==> src/rtl/audio_out_scheduler_if.sv <==
`default_nettype none
// ============================================================================
// Module      : audio_out_scheduler_if
// Description : Bundle of the signals between the audio output scheduler, its
//               two sample sources and the audio controller write port.
//               master : the scheduler (drives ready, audio data, strobe and
//                        status counters)
//               slave  : the environment (drives mode, source samples/valids
//                        and the controller's audio_out_allowed)
// Revision    : 1.0 - initial release
// ============================================================================
interface audio_out_scheduler_if #(
    parameter int DATA_WIDTH = 32
);
    logic [1:0]            mode;
    logic                  src0_valid;
    logic                  src1_valid;
    logic [DATA_WIDTH-1:0] src0_left;
    logic [DATA_WIDTH-1:0] src0_right;
    logic [DATA_WIDTH-1:0] src1_left;
    logic [DATA_WIDTH-1:0] src1_right;
    logic                  src0_ready;
    logic                  src1_ready;
    logic                  audio_out_allowed;
    logic [DATA_WIDTH-1:0] left_channel_audio_out;
    logic [DATA_WIDTH-1:0] right_channel_audio_out;
    logic                  write_audio_out;
    logic [15:0]           underrun_count;
    logic [15:0]           drop_count;

    modport master (
        input  mode, src0_valid, src1_valid,
        input  src0_left, src0_right, src1_left, src1_right,
        input  audio_out_allowed,
        output src0_ready, src1_ready,
        output left_channel_audio_out, right_channel_audio_out,
        output write_audio_out, underrun_count, drop_count
    );

    modport slave (
        output mode, src0_valid, src1_valid,
        output src0_left, src0_right, src1_left, src1_right,
        output audio_out_allowed,
        input  src0_ready, src1_ready,
        input  left_channel_audio_out, right_channel_audio_out,
        input  write_audio_out, underrun_count, drop_count
    );
endinterface
`default_nettype wire

==> src/rtl/audio_out_scheduler.sv <==
`default_nettype none
// ============================================================================
// Module      : audio_out_scheduler
// Description : Paces stereo sample delivery to the audio controller at one
//               sample every SAMPLE_DIV clocks. Each period it pulls one pair
//               from the selected source(s), selects / saturating-mixes /
//               mutes, and issues a one-cycle write when the controller FIFO
//               has room. Missing samples and lost periods are counted.
// Ports       : CLOCK_50 - system clock, rising edge
//               reset    - asynchronous, active-low reset
//               bus      - audio_out_scheduler_if.master (sources, controller
//                          write port, status counters)
// Revision    : 1.0 - initial release
// ============================================================================
module audio_out_scheduler #(
    parameter int SAMPLE_DIV = 1042,
    parameter int DATA_WIDTH = 32
) (
    input  wire logic              CLOCK_50,
    input  wire logic              reset,
    audio_out_scheduler_if.master  bus
);
    localparam int CNT_W = $clog2(SAMPLE_DIV);
    localparam logic [CNT_W-1:0] c_tick_last = CNT_W'(SAMPLE_DIV - 1);
    localparam logic [15:0]      c_cnt_max   = 16'hFFFF;

    localparam logic [1:0] c_mode_src0 = 2'b00;
    localparam logic [1:0] c_mode_src1 = 2'b01;
    localparam logic [1:0] c_mode_mix  = 2'b10;

    typedef enum logic [1:0] {
        ST_IDLE  = 2'd0,
        ST_FETCH = 2'd1,
        ST_WRITE = 2'd2
    } state_t;

    state_t                r_state;
    logic [CNT_W-1:0]      r_tick_cnt;
    logic [1:0]            r_mode;

    logic                  w_tick;
    logic                  w_sel0;
    logic                  w_sel1;
    logic                  w_underrun;
    logic [DATA_WIDTH-1:0] w_s0_l, w_s0_r, w_s1_l, w_s1_r;
    logic [DATA_WIDTH-1:0] w_next_l, w_next_r;

    // Signed add clamped to the representable range: overflow shows up as the
    // two top bits of the one-bit-wider sum disagreeing.
    function automatic logic [DATA_WIDTH-1:0] sat_add(
        input logic [DATA_WIDTH-1:0] a,
        input logic [DATA_WIDTH-1:0] b
    );
        logic [DATA_WIDTH:0] s;
        s = {a[DATA_WIDTH-1], a} + {b[DATA_WIDTH-1], b};
        if (s[DATA_WIDTH] != s[DATA_WIDTH-1])
            sat_add = s[DATA_WIDTH] ? {1'b1, {(DATA_WIDTH-1){1'b0}}}
                                    : {1'b0, {(DATA_WIDTH-1){1'b1}}};
        else
            sat_add = s[DATA_WIDTH-1:0];
    endfunction

    assign w_tick = (r_tick_cnt == c_tick_last);

    // Selection uses the mode latched on the tick edge, so ready in FETCH is
    // consistent with the data path that captures at the end of FETCH.
    assign w_sel0 = (r_mode == c_mode_src0) || (r_mode == c_mode_mix);
    assign w_sel1 = (r_mode == c_mode_src1) || (r_mode == c_mode_mix);

    assign bus.src0_ready = (r_state == ST_FETCH) && w_sel0;
    assign bus.src1_ready = (r_state == ST_FETCH) && w_sel1;

    // A source without a sample contributes silence.
    assign w_s0_l = bus.src0_valid ? bus.src0_left  : '0;
    assign w_s0_r = bus.src0_valid ? bus.src0_right : '0;
    assign w_s1_l = bus.src1_valid ? bus.src1_left  : '0;
    assign w_s1_r = bus.src1_valid ? bus.src1_right : '0;

    // One underrun per period regardless of how many selected sources miss.
    assign w_underrun = (w_sel0 && !bus.src0_valid) || (w_sel1 && !bus.src1_valid);

    always_comb begin
        w_next_l = '0;
        w_next_r = '0;
        case (r_mode)
            c_mode_src0: begin
                w_next_l = w_s0_l;
                w_next_r = w_s0_r;
            end
            c_mode_src1: begin
                w_next_l = w_s1_l;
                w_next_r = w_s1_r;
            end
            c_mode_mix: begin
                w_next_l = sat_add(w_s0_l, w_s1_l);
                w_next_r = sat_add(w_s0_r, w_s1_r);
            end
            default: begin
                w_next_l = '0;
                w_next_r = '0;
            end
        endcase
    end

    // Free-running period counter; its rate does not depend on the FSM.
    always_ff @(posedge CLOCK_50 or negedge reset) begin
        if (!reset)
            r_tick_cnt <= '0;
        else if (w_tick)
            r_tick_cnt <= '0;
        else
            r_tick_cnt <= r_tick_cnt + CNT_W'(1);
    end

    always_ff @(posedge CLOCK_50 or negedge reset) begin
        if (!reset) begin
            r_state                     <= ST_IDLE;
            r_mode                      <= 2'b00;
            bus.left_channel_audio_out  <= '0;
            bus.right_channel_audio_out <= '0;
            bus.write_audio_out         <= 1'b0;
            bus.underrun_count          <= '0;
            bus.drop_count              <= '0;
        end else begin
            case (r_state)
                ST_IDLE: begin
                    bus.write_audio_out <= 1'b0;
                    if (w_tick) begin
                        r_state <= ST_FETCH;
                        r_mode  <= bus.mode;
                    end
                end
                ST_FETCH: begin
                    r_state                     <= ST_WRITE;
                    bus.left_channel_audio_out  <= w_next_l;
                    bus.right_channel_audio_out <= w_next_r;
                    // Strobe is high during WRITE only if the FIFO had room.
                    bus.write_audio_out         <= bus.audio_out_allowed;
                    if (w_underrun && (bus.underrun_count != c_cnt_max))
                        bus.underrun_count <= bus.underrun_count + 16'd1;
                    if (!bus.audio_out_allowed && (bus.drop_count != c_cnt_max))
                        bus.drop_count <= bus.drop_count + 16'd1;
                end
                ST_WRITE: begin
                    r_state             <= ST_IDLE;
                    bus.write_audio_out <= 1'b0;
                end
                default: begin
                    r_state             <= ST_IDLE;
                    bus.write_audio_out <= 1'b0;
                end
            endcase
        end
    end
endmodule
`default_nettype wire
==> src/flat_wrapper.sv <==
// flat-port wrapper written by rule: the top's interface ports become plain ports
module audio_out_scheduler_flat 
#(
    parameter int SAMPLE_DIV = 1042,
    parameter int DATA_WIDTH = 32
)
  (CLOCK_50, reset, bus_mode, bus_src0_valid, bus_src1_valid, bus_src0_left, bus_src0_right, bus_src1_left, bus_src1_right, bus_audio_out_allowed, bus_src0_ready, bus_src1_ready, bus_left_channel_audio_out, bus_right_channel_audio_out, bus_write_audio_out, bus_underrun_count, bus_drop_count);
  audio_out_scheduler_if #(.DATA_WIDTH(DATA_WIDTH)) bus_i ();
  input  wire logic CLOCK_50;
  input  wire logic reset;
  input wire logic [$bits(bus_i.mode)-1:0] bus_mode;
  input wire logic [$bits(bus_i.src0_valid)-1:0] bus_src0_valid;
  input wire logic [$bits(bus_i.src1_valid)-1:0] bus_src1_valid;
  input wire logic [$bits(bus_i.src0_left)-1:0] bus_src0_left;
  input wire logic [$bits(bus_i.src0_right)-1:0] bus_src0_right;
  input wire logic [$bits(bus_i.src1_left)-1:0] bus_src1_left;
  input wire logic [$bits(bus_i.src1_right)-1:0] bus_src1_right;
  input wire logic [$bits(bus_i.audio_out_allowed)-1:0] bus_audio_out_allowed;
  output wire logic [$bits(bus_i.src0_ready)-1:0] bus_src0_ready;
  output wire logic [$bits(bus_i.src1_ready)-1:0] bus_src1_ready;
  output wire logic [$bits(bus_i.left_channel_audio_out)-1:0] bus_left_channel_audio_out;
  output wire logic [$bits(bus_i.right_channel_audio_out)-1:0] bus_right_channel_audio_out;
  output wire logic [$bits(bus_i.write_audio_out)-1:0] bus_write_audio_out;
  output wire logic [$bits(bus_i.underrun_count)-1:0] bus_underrun_count;
  output wire logic [$bits(bus_i.drop_count)-1:0] bus_drop_count;
  assign bus_i.mode = bus_mode;
  assign bus_i.src0_valid = bus_src0_valid;
  assign bus_i.src1_valid = bus_src1_valid;
  assign bus_i.src0_left = bus_src0_left;
  assign bus_i.src0_right = bus_src0_right;
  assign bus_i.src1_left = bus_src1_left;
  assign bus_i.src1_right = bus_src1_right;
  assign bus_i.audio_out_allowed = bus_audio_out_allowed;
  assign bus_src0_ready = bus_i.src0_ready;
  assign bus_src1_ready = bus_i.src1_ready;
  assign bus_left_channel_audio_out = bus_i.left_channel_audio_out;
  assign bus_right_channel_audio_out = bus_i.right_channel_audio_out;
  assign bus_write_audio_out = bus_i.write_audio_out;
  assign bus_underrun_count = bus_i.underrun_count;
  assign bus_drop_count = bus_i.drop_count;
  audio_out_scheduler #(.SAMPLE_DIV(SAMPLE_DIV), .DATA_WIDTH(DATA_WIDTH)) u_core (.CLOCK_50(CLOCK_50), .reset(reset), .bus(bus_i));
endmodule
==> config.mk <==
export PLATFORM = sky130hd
export DESIGN_NAME = audio_out_scheduler_flat
export DESIGN_NICKNAME = d
export VERILOG_FILES = /design/src/rtl/audio_out_scheduler_if.sv /design/src/rtl/audio_out_scheduler.sv /design/src/flat_wrapper.sv
export SDC_FILE = /design/constraint.sdc
export NUM_CORES = 1
export LEC_CHECK = 0
export CAP_MARGIN = 20
export CORE_MARGIN = 2
export CORE_UTILIZATION = 35
export DETAILED_ROUTE_END_ITERATION = 6
export HOLD_SLACK_MARGIN = 0.1
export PLACE_DENSITY_LB_ADDON = 0.25
export REMOVE_ABC_BUFFERS = 1
export SLEW_MARGIN = 30
export SYNTH_ARGS = -nofsm -noshare
export SYNTH_HDL_FRONTEND = slang
export SYNTH_SLANG_ARGS = --single-unit
==> constraint.sdc <==
create_clock -name CLOCK_50 -period 4.95 [get_ports CLOCK_50]
set_input_delay 0.7425 -clock CLOCK_50 [delete_from_list [all_inputs] [get_ports CLOCK_50]]
set_output_delay 0.7425 -clock CLOCK_50 [all_outputs]
set_load 0.01 [all_outputs]
==> impl_results.md <==
- WP data required: 5240 ps
- DRC viols: 0
- Placed Instances: 1776
- Grt ovf: 0
- Clk sink count: 112
- Period minus WS final: 4350 ps
- Final RePlAce weighted congestion: 0.881
- Height of the die: 172 um
- IR drop worst, VDD: 0.000142 V
- Setup violators final: 0
- Core area: 0.0277 sq mm
- Post-synthesis mux area share: 0.381%
- Critical Path Source: bus_src0_valid
- Root Buffer: clkbuf_16
- Die width: 172 um
- Antenna violations before repair: 0
- P per Cell Area: 204 mW/mm^2
- Unrepaired setup endpoints after global routing: false
- Gate Count Post-Synth: 1217
- Compound-Gate Fraction of Synth Area: 24.7%
- Fraction of layout instances using a drive strength above 1: 4.24%
- CP Capture Type: flip-flop
- PostCTS Resize Cnt: 0
- Nets: 1618
- Post-synth top area share: 28.5%
- Most frequent cell after synthesis: nand2_1
- CP max FO: 47
- Leakage dissipation: 5.40 nW
- FMAX: 230 MHz
- Slew Viols, Final: 0
- Post-Synth XOR/XNOR Area: 8.62%
- Post-route insts no fill: 1792
- Die Footprint: 0.0295 sq mm
- Asr flop ratio synth: 100%
- Crit path capture: u_core.bus.left_channel_audio_out[27]$_DFFE_PN0P_
- DRT Wirelength: 31.4 mm
- Setup Skew: 12.0 ps
- Simple-gate share of the synthesized area: 24.4%
- Synth cell count leaders: 155 x nand2_1, 135 x and2_1, 124 x a21oi_1
- Part of the cycle the worst path needs: 87.9%
- # H-tree levels: 3
- Num rows: 61
- Sequential area share after synthesis: 28.5%
- Slew HR: 41.3%
- Reg2Reg Depth: 7
- Seq cells post-synth: 112
- Detailed router's first-iteration violation count: 604
- Hold Path Class: primary input to async pin
- Worst hold slack: 325 ps
- 1st-pass router iterations: 5
- Worst EP arrival: 4640 ps
- Register area: 0.00280 sq mm
- Routed via count: 9525
- MaxCap Viol Count: 0
- Ys flop type: dfrtp_1
- WS Path Type: primary input to flip-flop
- Leading area contributor after synthesis: dfrtp_1
- FF-to-FF setup slack: 2080 ps
- Clock tree buffer depth: 2
- Ant diodes: 0
- Routed Antenna Nets: 0
- Post-DP HPWL: 22.6 mm
- Status: completed
- Startpoint Class: primary input
- Yosys warning count: 0
- Post-Syn Area: 0.00985 sq mm
- Layout area overhead: 29.8%
- Global-route wire length before repair: 50.0 mm
- Final hold vios: 0
- Largest family of logic cells by synthesized area: compound AO/OA/AOI/OAI gates
- GRT Total Usage: 21.2%
- Fraction of the mapped netlist area in adder cells: 9.56%
- Clk_lat worst skew: 360 ps
- Vias in the first global route: 9581
- Multi-input gate area: 0.00667 sq mm
- Reg-to-reg endpoint: u_core.bus.left_channel_audio_out[17]$_DFFE_PN0P_
- Hold_buf cts: 0
- Buffers on Ports: 233
- Initial core utilization: 35.5%
- Post-CTS setup buffers: 0
- CTS buffer count: 9
- Avg Cell Area, Syn: 8.09 sq um
- Yosys cell types: 65
- Routed WL per cell: 17.5 um
- CTS tree: yes
- Worst-path clk slew: 90 ps
- Area contributors post-synth: dfrtp_1 28%, ha_1 9.1%, and2_1 8.6%
- Pin count of the biggest net entering global routing: 65
- Post-synth EDFFs: 0
- Vias per inst: 5.32
- # IOs: 234
- Start of the worst register-to-register path: u_core.r_state[1]$_DFFE_PN0P_
- TNS Setup: 0 ps
- Fill count: 2737
- Worst Max-Slew Pin Slew: 880 ps
worst min-delay path by stage:
stage | start | end | slack (ps)
floorplan | reset | u_core.bus.drop_count[0]$_DFFE_PN0P_ | 450
global placement | u_core.bus.right_channel_audio_out[16]$_DFFE_PN0P_ | u_core.bus.right_channel_audio_out[16]$_DFFE_PN0P_ | 470
detailed placement | u_core.bus.right_channel_audio_out[19]$_DFFE_PN0P_ | u_core.bus.right_channel_audio_out[19]$_DFFE_PN0P_ | 470
CTS | reset | u_core.bus.underrun_count[0]$_DFFE_PN0P_ | 340
global route | reset | u_core.bus.underrun_count[0]$_DFFE_PN0P_ | 360
finish | reset | u_core.bus.underrun_count[11]$_DFFE_PN0P_ | 330
cell type report:
type | instances | share of cell area, %
clock inverter | 7 | 0.568
timing repair buffer | 249 | 19.2
inverter | 22 | 0.646
sequential | 112 | 21.9
multi-input combinational | 1015 | 52.2
clock buffer | 9 | 1.76
tap | 378 | 3.70
per-layer routing:
layer	wire length, um	vias to the layer above	global-route usage, %
li1	-	4712	-
met1	14400	4527	27.7
met4	531	0	5.12
met3	1530	27	3.08
met5	0	-	0
met2	14900	259	36.7
stage by stage:
stage / power [mW] / cell area (sq um) / util (%) / setup WS [ps]
after floorplan: 1.46 / 9540 / - / 596
after global placement: 1.84 / 12500 / 45.1 / 364
after detailed placement: 1.84 / 12500 / 45.1 / 221
after CTS: 2.63 / 12800 / 46.1 / 633
after global routing: 2.75 / 12800 / 46.1 / 291
final: 2.61 / 12800 / 46.1 / 600
sequential cells by signal (all words and copies together), names as in the netlist:
| signal | count |
|---|---|
| u_core.bus.underrun_count | 16 |
| u_core.bus.left_channel_audio_out | 32 |
| u_core.r_mode | 2 |
| u_core.r_state | 2 |
| u_core.bus.right_channel_audio_out | 32 |
| u_core.bus.write_audio_out | 1 |
| u_core.bus.drop_count | 16 |
| u_core.r_tick_cnt | 11 |
cell usage in the layout, fill, tap and decap left out, types with 11 or more instances in the layout:
| cell type | instances |
|---|---|
| nand3_1 | 31 |
| buf_4 | 16 |
| xor2_1 | 34 |
| o221ai_1 | 26 |
| and2_1 | 135 |
| nand2_1 | 155 |
| a22oi_1 | 28 |
| a21o_1 | 35 |
| nand4_1 | 11 |
| nand2b_1 | 23 |
| dfrtp_1 | 112 |
| xnor2_1 | 60 |
| nor2_1 | 88 |
| ha_1 | 70 |
| clkdlybuf4s50_1 | 230 |
| inv_1 | 22 |
| o21ai_0 | 31 |
| a221o_1 | 20 |
| a21oi_1 | 124 |
| o31ai_1 | 16 |
critical path, stage by stage:
cell	delay, ps
buf_2	660
and2_1	310
ha_1	270
a211oi_1	220
nor2_1	150
o31ai_2	360
a31oi_4	180
a21boi_2	200
o21ai_1	100
a21o_2	250
mux2_4	430
nor2_4	490
a221o_1	250
logic make-up after synthesis:
logic type,Yosys count
AOI/OAI and AO/OA,356
DFF,112
xor gates and xnor gates,96
and+or+nand+nor,486
adders and majority gates,74
buffers and inverters,90
muxes,3
where the power goes:
| group | switching (mW) | internal, mW |
|---|---|---|
| clock | 0.420 | 0.359 |
| sequential | 0.0415 | 0.973 |
| combinational | 0.397 | 0.416 |
| total | 0.858 | 1.75 |
Note: power is estimated with default switching activity, not from simulation.
